`src/rtl/alu_pkg.sv`:
```
`default_nettype none
// ============================================================================
// Package     : alu_pkg
// Description : Opcode constants, controller state encoding and the
//               operand-rejection rule shared by the ALU sharing block.
// Revision    : 1.0 - initial release
// ============================================================================
package alu_pkg;

  localparam logic [3:0] OP_ADD  = 4'd0;
  localparam logic [3:0] OP_SUB  = 4'd1;
  localparam logic [3:0] OP_MUL  = 4'd2;
  localparam logic [3:0] OP_DIV  = 4'd3;
  localparam logic [3:0] OP_SHL  = 4'd4;
  localparam logic [3:0] OP_SHR  = 4'd5;
  localparam logic [3:0] OP_ROL  = 4'd6;
  localparam logic [3:0] OP_ROR  = 4'd7;
  localparam logic [3:0] OP_AND  = 4'd8;
  localparam logic [3:0] OP_OR   = 4'd9;
  localparam logic [3:0] OP_XOR  = 4'd10;
  localparam logic [3:0] OP_NOR  = 4'd11;
  localparam logic [3:0] OP_NAND = 4'd12;
  localparam logic [3:0] OP_XNOR = 4'd13;

  typedef enum logic [1:0] {
    ST_IDLE = 2'd0,
    ST_EXEC = 2'd1,
    ST_RESP = 2'd2
  } state_t;

  // Divide by zero and the two unassigned opcodes are refused by the controller.
  function automatic logic op_rejected(input logic [3:0] sel, input logic [3:0] b);
    return ((sel == OP_DIV) && (b == 4'd0)) || (sel == 4'hE) || (sel == 4'hF);
  endfunction

endpackage
`default_nettype wire

```
`src/rtl/alu_share_arbiter_if.sv`:
```
`default_nettype none
// ============================================================================
// Interface   : alu_share_arbiter_if
// Description : Request (per-requester valid/ready with packed operand
//               slices) and shared tagged response channel.
// Revision    : 1.0 - initial release
// ============================================================================
interface alu_share_arbiter_if #(
  parameter int NREQ = 2,
  parameter int IDW  = 1
);
  logic [NREQ-1:0]   req_valid;
  logic [NREQ-1:0]   req_ready;
  logic [4*NREQ-1:0] req_sel;
  logic [4*NREQ-1:0] req_a;
  logic [4*NREQ-1:0] req_b;
  logic              rsp_valid;
  logic              rsp_ready;
  logic [IDW-1:0]    rsp_id;
  logic [7:0]        rsp_data;
  logic              rsp_carry;
  logic              rsp_err;

  // Requester / response-consumer side.
  modport master (
    output req_valid, req_sel, req_a, req_b, rsp_ready,
    input  req_ready, rsp_valid, rsp_id, rsp_data, rsp_carry, rsp_err
  );

  // Arbiter side.
  modport slave (
    input  req_valid, req_sel, req_a, req_b, rsp_ready,
    output req_ready, rsp_valid, rsp_id, rsp_data, rsp_carry, rsp_err
  );
endinterface
`default_nettype wire

```
`src/rtl/fourbitexampleALU.sv`:
```
`default_nettype none
// ============================================================================
// Module      : fourbitexampleALU
// Description : Combinational 4-bit ALU, 8-bit zero-extended result and
//               carry-out of the unsigned 4-bit sum of A and B.
// Revision    : 1.0 - initial release
// ============================================================================
module fourbitexampleALU
  import alu_pkg::*;
(
  input  logic [3:0] A,
  input  logic [3:0] B,
  input  logic [3:0] ALU_Sel,
  output logic [7:0] ALU_Out,
  output logic       CarryOut
);

  logic [4:0] w_sum;

  assign w_sum    = {1'b0, A} + {1'b0, B};
  assign CarryOut = w_sum[4];

  // Result select; arithmetic is done in 8 bits so sums and products do not wrap.
  always_comb begin
    ALU_Out = 8'h00;
    case (ALU_Sel)
      OP_ADD:  ALU_Out = {4'h0, A} + {4'h0, B};
      OP_SUB:  ALU_Out = {4'h0, A} - {4'h0, B};
      OP_MUL:  ALU_Out = {4'h0, A} * {4'h0, B};
      OP_DIV:  ALU_Out = (B == 4'd0) ? 8'h00 : {4'h0, A / B};
      OP_SHL:  ALU_Out = {3'b000, A, 1'b0};
      OP_SHR:  ALU_Out = {5'b00000, A[3:1]};
      OP_ROL:  ALU_Out = {4'h0, A[2:0], A[3]};
      OP_ROR:  ALU_Out = {4'h0, A[0], A[3:1]};
      OP_AND:  ALU_Out = {4'h0, A & B};
      OP_OR:   ALU_Out = {4'h0, A | B};
      OP_XOR:  ALU_Out = {4'h0, A ^ B};
      OP_NOR:  ALU_Out = {4'h0, ~(A | B)};
      OP_NAND: ALU_Out = {4'h0, ~(A & B)};
      OP_XNOR: ALU_Out = {4'h0, ~(A ^ B)};
      4'hE:    ALU_Out = (A > B)  ? 8'h01 : 8'h00;
      4'hF:    ALU_Out = (A == B) ? 8'h01 : 8'h00;
      default: ALU_Out = 8'h00;
    endcase
  end

endmodule
`default_nettype wire

```
`src/rtl/rr_arbiter.sv`:
```
`default_nettype none
// ============================================================================
// Module      : rr_arbiter
// Description : Round-robin search of the request vector starting at the
//               pointer, ascending with wrap; one-hot or zero grant.
// Revision    : 1.0 - initial release
// ============================================================================
module rr_arbiter #(
  parameter int NREQ = 2,
  parameter int IDW  = 1
) (
  input  logic [NREQ-1:0] req_i,
  input  logic [IDW-1:0]  ptr_i,
  input  logic            en_i,
  output logic [NREQ-1:0] gnt_o
);

  int             w_sum;
  logic [IDW-1:0] w_idx;
  logic           w_found;

  // Walk NREQ slots from the pointer; the first asserted request wins.
  always_comb begin
    gnt_o   = '0;
    w_found = 1'b0;
    w_sum   = 0;
    w_idx   = '0;
    for (int k = 0; k < NREQ; k++) begin
      w_sum = int'(ptr_i) + k;
      if (w_sum >= NREQ) w_sum = w_sum - NREQ;
      w_idx = IDW'(w_sum);
      if (en_i && !w_found && req_i[w_idx]) begin
        gnt_o[w_idx] = 1'b1;
        w_found      = 1'b1;
      end
    end
  end

endmodule
`default_nettype wire

```
`src/rtl/alu_share_arbiter.sv`:
```
`default_nettype none
// ============================================================================
// Module      : alu_share_arbiter
// Description : Shares one fourbitexampleALU between NREQ requesters with
//               round-robin grant, one op outstanding, and a tagged
//               response channel with backpressure.
// Revision    : 1.0 - initial release
// ============================================================================
module alu_share_arbiter
  import alu_pkg::*;
#(
  parameter int NREQ = 2,
  parameter int IDW  = 1,
  parameter int CNTW = 16
) (
  input  logic                clk,
  input  logic                rst,
  alu_share_arbiter_if.slave  bus,
  output logic                busy,
  output logic [CNTW-1:0]     op_count
);

  state_t          state_q;
  logic [IDW-1:0]  rr_ptr_q;
  logic [IDW-1:0]  rr_ptr_d;
  logic [3:0]      op_sel_q;
  logic [3:0]      op_a_q;
  logic [3:0]      op_b_q;
  logic [IDW-1:0]  op_id_q;
  logic            rsp_valid_q;
  logic [IDW-1:0]  rsp_id_q;
  logic [7:0]      rsp_data_q;
  logic            rsp_carry_q;
  logic            rsp_err_q;
  logic [CNTW-1:0] op_count_q;
  logic [CNTW-1:0] op_count_d;

  logic [NREQ-1:0] w_gnt;
  logic            w_xfer;
  logic [IDW-1:0]  w_win_id;
  logic [3:0]      w_win_sel;
  logic [3:0]      w_win_a;
  logic [3:0]      w_win_b;
  logic [7:0]      w_alu_out;
  logic            w_alu_carry;
  logic            w_reject;

  // Grants are only offered while idle and out of reset.
  rr_arbiter #(
    .NREQ (NREQ),
    .IDW  (IDW)
  ) u_rr_arbiter (
    .req_i (bus.req_valid),
    .ptr_i (rr_ptr_q),
    .en_i  ((state_q == ST_IDLE) && !rst),
    .gnt_o (w_gnt)
  );

  assign bus.req_ready = w_gnt;
  assign w_xfer        = |(bus.req_valid & w_gnt);

  // Encode the one-hot grant and pick the winner's operand slices.
  always_comb begin
    w_win_id  = '0;
    w_win_sel = 4'h0;
    w_win_a   = 4'h0;
    w_win_b   = 4'h0;
    for (int i = 0; i < NREQ; i++) begin
      if (w_gnt[i]) begin
        w_win_id  = IDW'(i);
        w_win_sel = bus.req_sel[4*i +: 4];
        w_win_a   = bus.req_a[4*i +: 4];
        w_win_b   = bus.req_b[4*i +: 4];
      end
    end
  end

  assign rr_ptr_d   = (w_win_id == IDW'(NREQ - 1)) ? '0 : w_win_id + 1'b1;
  assign op_count_d = op_count_q + 1'b1;

  fourbitexampleALU u_alu (
    .A        (op_a_q),
    .B        (op_b_q),
    .ALU_Sel  (op_sel_q),
    .ALU_Out  (w_alu_out),
    .CarryOut (w_alu_carry)
  );

  assign w_reject = op_rejected(op_sel_q, op_b_q);

  // Controller: accept one request, capture the ALU result, hold it until taken.
  always_ff @(posedge clk) begin
    if (rst) begin
      state_q     <= ST_IDLE;
      rr_ptr_q    <= '0;
      op_sel_q    <= 4'h0;
      op_a_q      <= 4'h0;
      op_b_q      <= 4'h0;
      op_id_q     <= '0;
      rsp_valid_q <= 1'b0;
      rsp_id_q    <= '0;
      rsp_data_q  <= 8'h00;
      rsp_carry_q <= 1'b0;
      rsp_err_q   <= 1'b0;
      op_count_q  <= '0;
    end else begin
      case (state_q)
        ST_IDLE: begin
          if (w_xfer) begin
            op_sel_q <= w_win_sel;
            op_a_q   <= w_win_a;
            op_b_q   <= w_win_b;
            op_id_q  <= w_win_id;
            rr_ptr_q <= rr_ptr_d;
            state_q  <= ST_EXEC;
          end
        end
        ST_EXEC: begin
          rsp_valid_q <= 1'b1;
          rsp_id_q    <= op_id_q;
          rsp_data_q  <= w_reject ? 8'h00 : w_alu_out;
          rsp_carry_q <= w_reject ? 1'b0  : w_alu_carry;
          rsp_err_q   <= w_reject;
          state_q     <= ST_RESP;
        end
        ST_RESP: begin
          if (bus.rsp_ready) begin
            rsp_valid_q <= 1'b0;
            op_count_q  <= op_count_d;
            state_q     <= ST_IDLE;
          end
        end
        default: state_q <= ST_IDLE;
      endcase
    end
  end

  assign bus.rsp_valid = rsp_valid_q;
  assign bus.rsp_id    = rsp_id_q;
  assign bus.rsp_data  = rsp_data_q;
  assign bus.rsp_carry = rsp_carry_q;
  assign bus.rsp_err   = rsp_err_q;
  assign busy          = (state_q != ST_IDLE);
  assign op_count      = op_count_q;

endmodule
`default_nettype wire

```
`src/flat_wrapper.sv`:
```
// flat-port wrapper written by rule: the top's interface ports become plain ports
module alu_share_arbiter_flat import alu_pkg::*;
#(
  parameter int NREQ = 2,
  parameter int IDW  = 1,
  parameter int CNTW = 16
)
  (clk, rst, busy, op_count, bus_req_valid, bus_req_sel, bus_req_a, bus_req_b, bus_rsp_ready, bus_req_ready, bus_rsp_valid, bus_rsp_id, bus_rsp_data, bus_rsp_carry, bus_rsp_err);
  alu_share_arbiter_if #(.NREQ(NREQ), .IDW(IDW)) bus_i ();
  input  logic clk;
  input  logic rst;
  output logic busy;
  output logic [CNTW-1:0] op_count;
  input wire logic [$bits(bus_i.req_valid)-1:0] bus_req_valid;
  input wire logic [$bits(bus_i.req_sel)-1:0] bus_req_sel;
  input wire logic [$bits(bus_i.req_a)-1:0] bus_req_a;
  input wire logic [$bits(bus_i.req_b)-1:0] bus_req_b;
  input wire logic [$bits(bus_i.rsp_ready)-1:0] bus_rsp_ready;
  output wire logic [$bits(bus_i.req_ready)-1:0] bus_req_ready;
  output wire logic [$bits(bus_i.rsp_valid)-1:0] bus_rsp_valid;
  output wire logic [$bits(bus_i.rsp_id)-1:0] bus_rsp_id;
  output wire logic [$bits(bus_i.rsp_data)-1:0] bus_rsp_data;
  output wire logic [$bits(bus_i.rsp_carry)-1:0] bus_rsp_carry;
  output wire logic [$bits(bus_i.rsp_err)-1:0] bus_rsp_err;
  assign bus_i.req_valid = bus_req_valid;
  assign bus_i.req_sel = bus_req_sel;
  assign bus_i.req_a = bus_req_a;
  assign bus_i.req_b = bus_req_b;
  assign bus_i.rsp_ready = bus_rsp_ready;
  assign bus_req_ready = bus_i.req_ready;
  assign bus_rsp_valid = bus_i.rsp_valid;
  assign bus_rsp_id = bus_i.rsp_id;
  assign bus_rsp_data = bus_i.rsp_data;
  assign bus_rsp_carry = bus_i.rsp_carry;
  assign bus_rsp_err = bus_i.rsp_err;
  alu_share_arbiter #(.NREQ(NREQ), .IDW(IDW), .CNTW(CNTW)) u_core (.clk(clk), .rst(rst), .bus(bus_i), .busy(busy), .op_count(op_count));
endmodule
```
`config.mk`:
```
export PLATFORM = sky130hd
export DESIGN_NAME = alu_share_arbiter_flat
export DESIGN_NICKNAME = d
export VERILOG_FILES = /design/src/rtl/alu_pkg.sv /design/src/rtl/alu_share_arbiter_if.sv /design/src/rtl/fourbitexampleALU.sv /design/src/rtl/rr_arbiter.sv /design/src/rtl/alu_share_arbiter.sv /design/src/flat_wrapper.sv
export SDC_FILE = /design/constraint.sdc
export NUM_CORES = 1
export LEC_CHECK = 0
export CORE_MARGIN = 4
export CORE_UTILIZATION = 45
export DETAILED_ROUTE_END_ITERATION = 12
export GPL_TIMING_DRIVEN = 0
export PLACE_DENSITY = 0.76
export SYNTH_ARGS = -nofsm -noshare
export SYNTH_HDL_FRONTEND = slang
export SYNTH_SLANG_ARGS = --single-unit
export TNS_END_PERCENT = 5
```
`constraint.sdc`:
```
create_clock -name clk -period 8.21 [get_ports clk]
set_input_delay 0.821 -clock clk [delete_from_list [all_inputs] [get_ports clk]]
set_output_delay 0.821 -clock clk [all_outputs]
set_load 0.02 [all_outputs]
```
==> reports/qor_table.md <==
| Item | This run |
|---|---|
| Max-cap check violation count | 0 |
| Fin Setup TNS | 0 ps |
| Actual slew at the worst max-slew pin | 525 ps |
| Worst relative slew slack | 64.7% |
| CTS clk-pin slew, worst paths | 80 ps |
| Fraction of power spent switching nets | 35.2% |
| Result of the run | finished, final reports clean |
| Clock Sinks | 44 |
| Detailed-route wire length | 9320 um |
| Fraction of layout cells with a size suffix above 1 | 6.94% |
| Depth of the worst register-to-register path | 18 |
| Number of placed I/O pins | 60 |
| GR Util met2 | 34.1% |
| Skew-Pair Late Insertion Delay | 300 ps |
| CP arrival | 5080 ps |
| Static Leakage | 1.68 nW |
| Library cell with the largest summed area after synthesis | sky130_fd_sc_hd__dfxtp_1 |
| Sequential power share | 37.1% |
| Worst R2R Start | u_core.op_b_q[0] |
| Minimum hold slack | 459 ps |
| RSZ-0062 raised after global routing | no |
| Aggregate global routing overflow | 0 |
| Synth cell count leaders | 44 x sky130_fd_sc_hd__dfxtp_1, 38 x sky130_fd_sc_hd__ha_1, 36 x sky130_fd_sc_hd__nor2_1 |
| Clock tree buffer depth | 2 |
| CTS tree | yes |
| Power per standard cell area | 153 nW/um^2 |
| Number of buffers created by CTS | 5 |
| Buffer type at the clock tree root | sky130_fd_sc_hd__clkbuf_8 |
| Number of nets with antenna violations after routing | 0 |
| Cell depth of the worst hold path | 2 |
| Cell with the most instances after synthesis | sky130_fd_sc_hd__dfxtp_1 |
| Post-synthesis instance area | 3490 um^2 |
| Routed WL per cell | 15.8 um |
| Final nets | 562 |
| Chip height | 96.1 um |
| Net switching component of the power | 0.000233 W |
| Initial Util | 47.2% |
| Power share of the clock group | 24.7% |
| Global-route wire length before repair | 15200 um |
| Met1 track demand over resource | 27.5% |
| Drt first pass iters | 5 |
| DR iter-0 viols | 246 |
| Pint | 0.000428 W |
| Detailed-route DRC error count | 0 |
| Die Span X | 96.1 um |
| Top achievable clock speed | 206 MHz |
| Sequential fraction of the synthesis area | 25.2% |
| Worst setup EP type | flop |
| Detailed Place HPWL | 7380 um |
| Via count of the first global-routing pass | 3205 |
| Core ar. | 7410 um^2 |
| Largest net degree at the start of global routing | 14 |
| EDFF count, synth | 0 |
| Syn avg cell area | 8.26 um^2 |
| Number of antenna violations at the first check in global routing | 0 |
| Startpoint of the most critical hold path | u_core.bus.rsp_id |
| Quantity of gates resized following cts | 0 |
| Clock H-tree levels | 2 |
| Post-synthesis to final-layout area growth | 23.5% |
| Count of unique library cells instantiated by Yosys | 69 |
| Asr flop ratio synth | 0% |
| Final critical-path required period | 4860 ps |
| Number of diodes | 0 |
| Share of power burned in combinational logic | 38.2% |
| Slew Viols, Final | 0 |
| Met3 Use GR | 3.75% |
| CP Class | flop to flop |
| Crit share post-route | 59.2% |
| Setup crit start kind | flop |
| Number of warnings printed during yosys synthesis | 0 |
| Via density | 5.81 |
| Number of hold violations in the final report | 0 |
| Gr busiest metal | met2 |
| Number of instances in the synthesized netlist | 423 |
| # fillers | 699 |
| Synthesized Nets | 496 |
| Number of standard-cell rows in the floorplan | 31 |
| Global placer's final weighted congestion | 0.999 |
| Overall die area | 9240 um^2 |
| Main flop type after synthesis | sky130_fd_sc_hd__dfxtp_1 |
| Overall power after layout | 0.000661 W |
| Setup-violating endpoint count in the final report | 0 |
| Number of synthesized register bits | 44 |
| GRT Overall Usage | 20.6% |
| Worst setup path start | u_core.op_b_q[0] |
| Number of I/O port buffers | 59 |
| Via Count | 3424 |
| Cells taking the most area after synthesis | sky130_fd_sc_hd__dfxtp_1 25%, sky130_fd_sc_hd__ha_1 14%, sky130_fd_sc_hd__a21oi_1 4.6% |
| Post-CTS Setup Bufs | 0 |
| Share of Yosys cell area claimed by the top area cell type | 25.2% |
| Largest fanout on the critical path | 10 |
| IR drop worst, VDD | 0.106 mV |
| Required time of the critical path | 8430 ps |
| Type of the worst min-delay path | flop to flop |
| Clk_skew | 6.84 ps |
| Post-CTS Hold Fix Bufs | 0 |
-- area by class of cell --
| cell class | count | area [um^2] | area share (%) |
|---|---|---|---|
| Multi-Input combinational cell | 324 | 2380 | 55.2 |
| Sequential cell | 44 | 881 | 20.4 |
| Timing Repair Buffer | 59 | 591 | 13.7 |
| Inverter | 33 | 124 | 2.87 |
| Tap cell | 99 | 124 | 2.87 |
| Buffer | 22 | 108 | 2.49 |
| Clock buffer | 6 | 72.6 | 1.68 |
| Clock inverter | 2 | 35.0 | 0.812 |
-- logic make-up (layout without fill, tap and decap cells) --
logic type	count (synthesis)	in the layout	synth area share (%)
flops	44	44	25.2
compound gates	115	115	22.4
simple gates	138	138	21.7
xor+xnor	22	22	5.51
fa+ha+maj	44	44	17.0
mux	5	5	1.50
buf+inv	55	122	6.62
-- critical path, cell delays in order (launching register included) --
cell,delay (ps)
sky130_fd_sc_hd__dfxtp_1,460
sky130_fd_sc_hd__inv_1,270
sky130_fd_sc_hd__ha_1,200
sky130_fd_sc_hd__or4b_1,450
sky130_fd_sc_hd__a22oi_2,160
sky130_fd_sc_hd__ha_1,280
sky130_fd_sc_hd__o21a_1,130
sky130_fd_sc_hd__o211ai_1,330
sky130_fd_sc_hd__o21ai_0,190
sky130_fd_sc_hd__ha_1,340
sky130_fd_sc_hd__o21a_1,140
sky130_fd_sc_hd__o21ai_0,80
sky130_fd_sc_hd__a21oi_1,390
sky130_fd_sc_hd__mux2_2,390
sky130_fd_sc_hd__ha_1,270
sky130_fd_sc_hd__o21ai_0,80
sky130_fd_sc_hd__a211oi_1,300
sky130_fd_sc_hd__o31ai_1,140
sky130_fd_sc_hd__a31oi_1,180
-- per-layer routing --
layer / share of wire [%] / routed length (um) / up-vias
li1: - / - / 1649
met1: 45 / 4150 / 1627
met2: 47 / 4400 / 133
met3: 6.9 / 646 / 15
met4: 1.3 / 121 / 0
met5: 0 / 0 / -
-- cell usage in the layout (no fill, tap or decap), types with 8 or more instances in the layout --
cell	Yosys	layout
sky130_fd_sc_hd__nand2b_1	13	13
sky130_fd_sc_hd__nand3_1	8	8
sky130_fd_sc_hd__nand2_1	29	29
sky130_fd_sc_hd__a22oi_1	8	8
sky130_fd_sc_hd__or3_1	10	10
sky130_fd_sc_hd__xnor2_1	14	14
sky130_fd_sc_hd__o21ai_0	22	22
sky130_fd_sc_hd__clkdlybuf4s50_1	0	59
sky130_fd_sc_hd__inv_1	33	33
sky130_fd_sc_hd__dfxtp_1	44	44
sky130_fd_sc_hd__a21oi_1	32	32
sky130_fd_sc_hd__ha_1	38	38
sky130_fd_sc_hd__buf_2	8	8
sky130_fd_sc_hd__xor2_1	8	8
sky130_fd_sc_hd__clkbuf_1	9	10
sky130_fd_sc_hd__nor2_1	36	36
sky130_fd_sc_hd__nor3_1	10	10
-- stage by stage --
step	instances	utilization (%)	worst slack, ps	cell area [um^2]
6_report	589	58.3	3350	4320
5_1_grt	589	58.3	3070	4320
4_1_cts	589	58.3	3370	4320
3_5_place_dp	581	56.8	3410	4210
3_3_place_gp	581	56.8	3490	4210
2_1_floorplan	423	-	4110	3490
-- power by group through the flow --
stage	logic (W)	clock network, W	registers [W]
after floorplan	0.000174	0	0.000248
after global placement	0.000240	0	0.000249
after detailed placement	0.000247	0	0.000250
after CTS	0.000249	0.000165	0.000245
after global routing	0.000280	0.000173	0.000247
final	0.000252	0.000163	0.000245
-- registers in the layout (all words and copies together), names as in the netlist --
signal	flops
u_core.bus.rsp_carry	1
u_core.bus.rsp_data	8
u_core.bus.rsp_err	1
u_core.bus.rsp_id	1
u_core.bus.rsp_valid	1
u_core.op_a_q	4
u_core.op_b_q	4
u_core.op_count	16
u_core.op_id_q	1
u_core.op_sel_q	4
u_core.rr_ptr_q	1
u_core.state_q	2
-- final timing paths --
check                           slack (ps)                endpoint
worst max-delay path                  3350  u_core.bus.rsp_data[0]
worst min-delay path                   460       u_core.bus.rsp_id
worst max register to register        3350  u_core.bus.rsp_data[0]
worst min register to register         460       u_core.bus.rsp_id
Power figures use the tool's default switching activity.
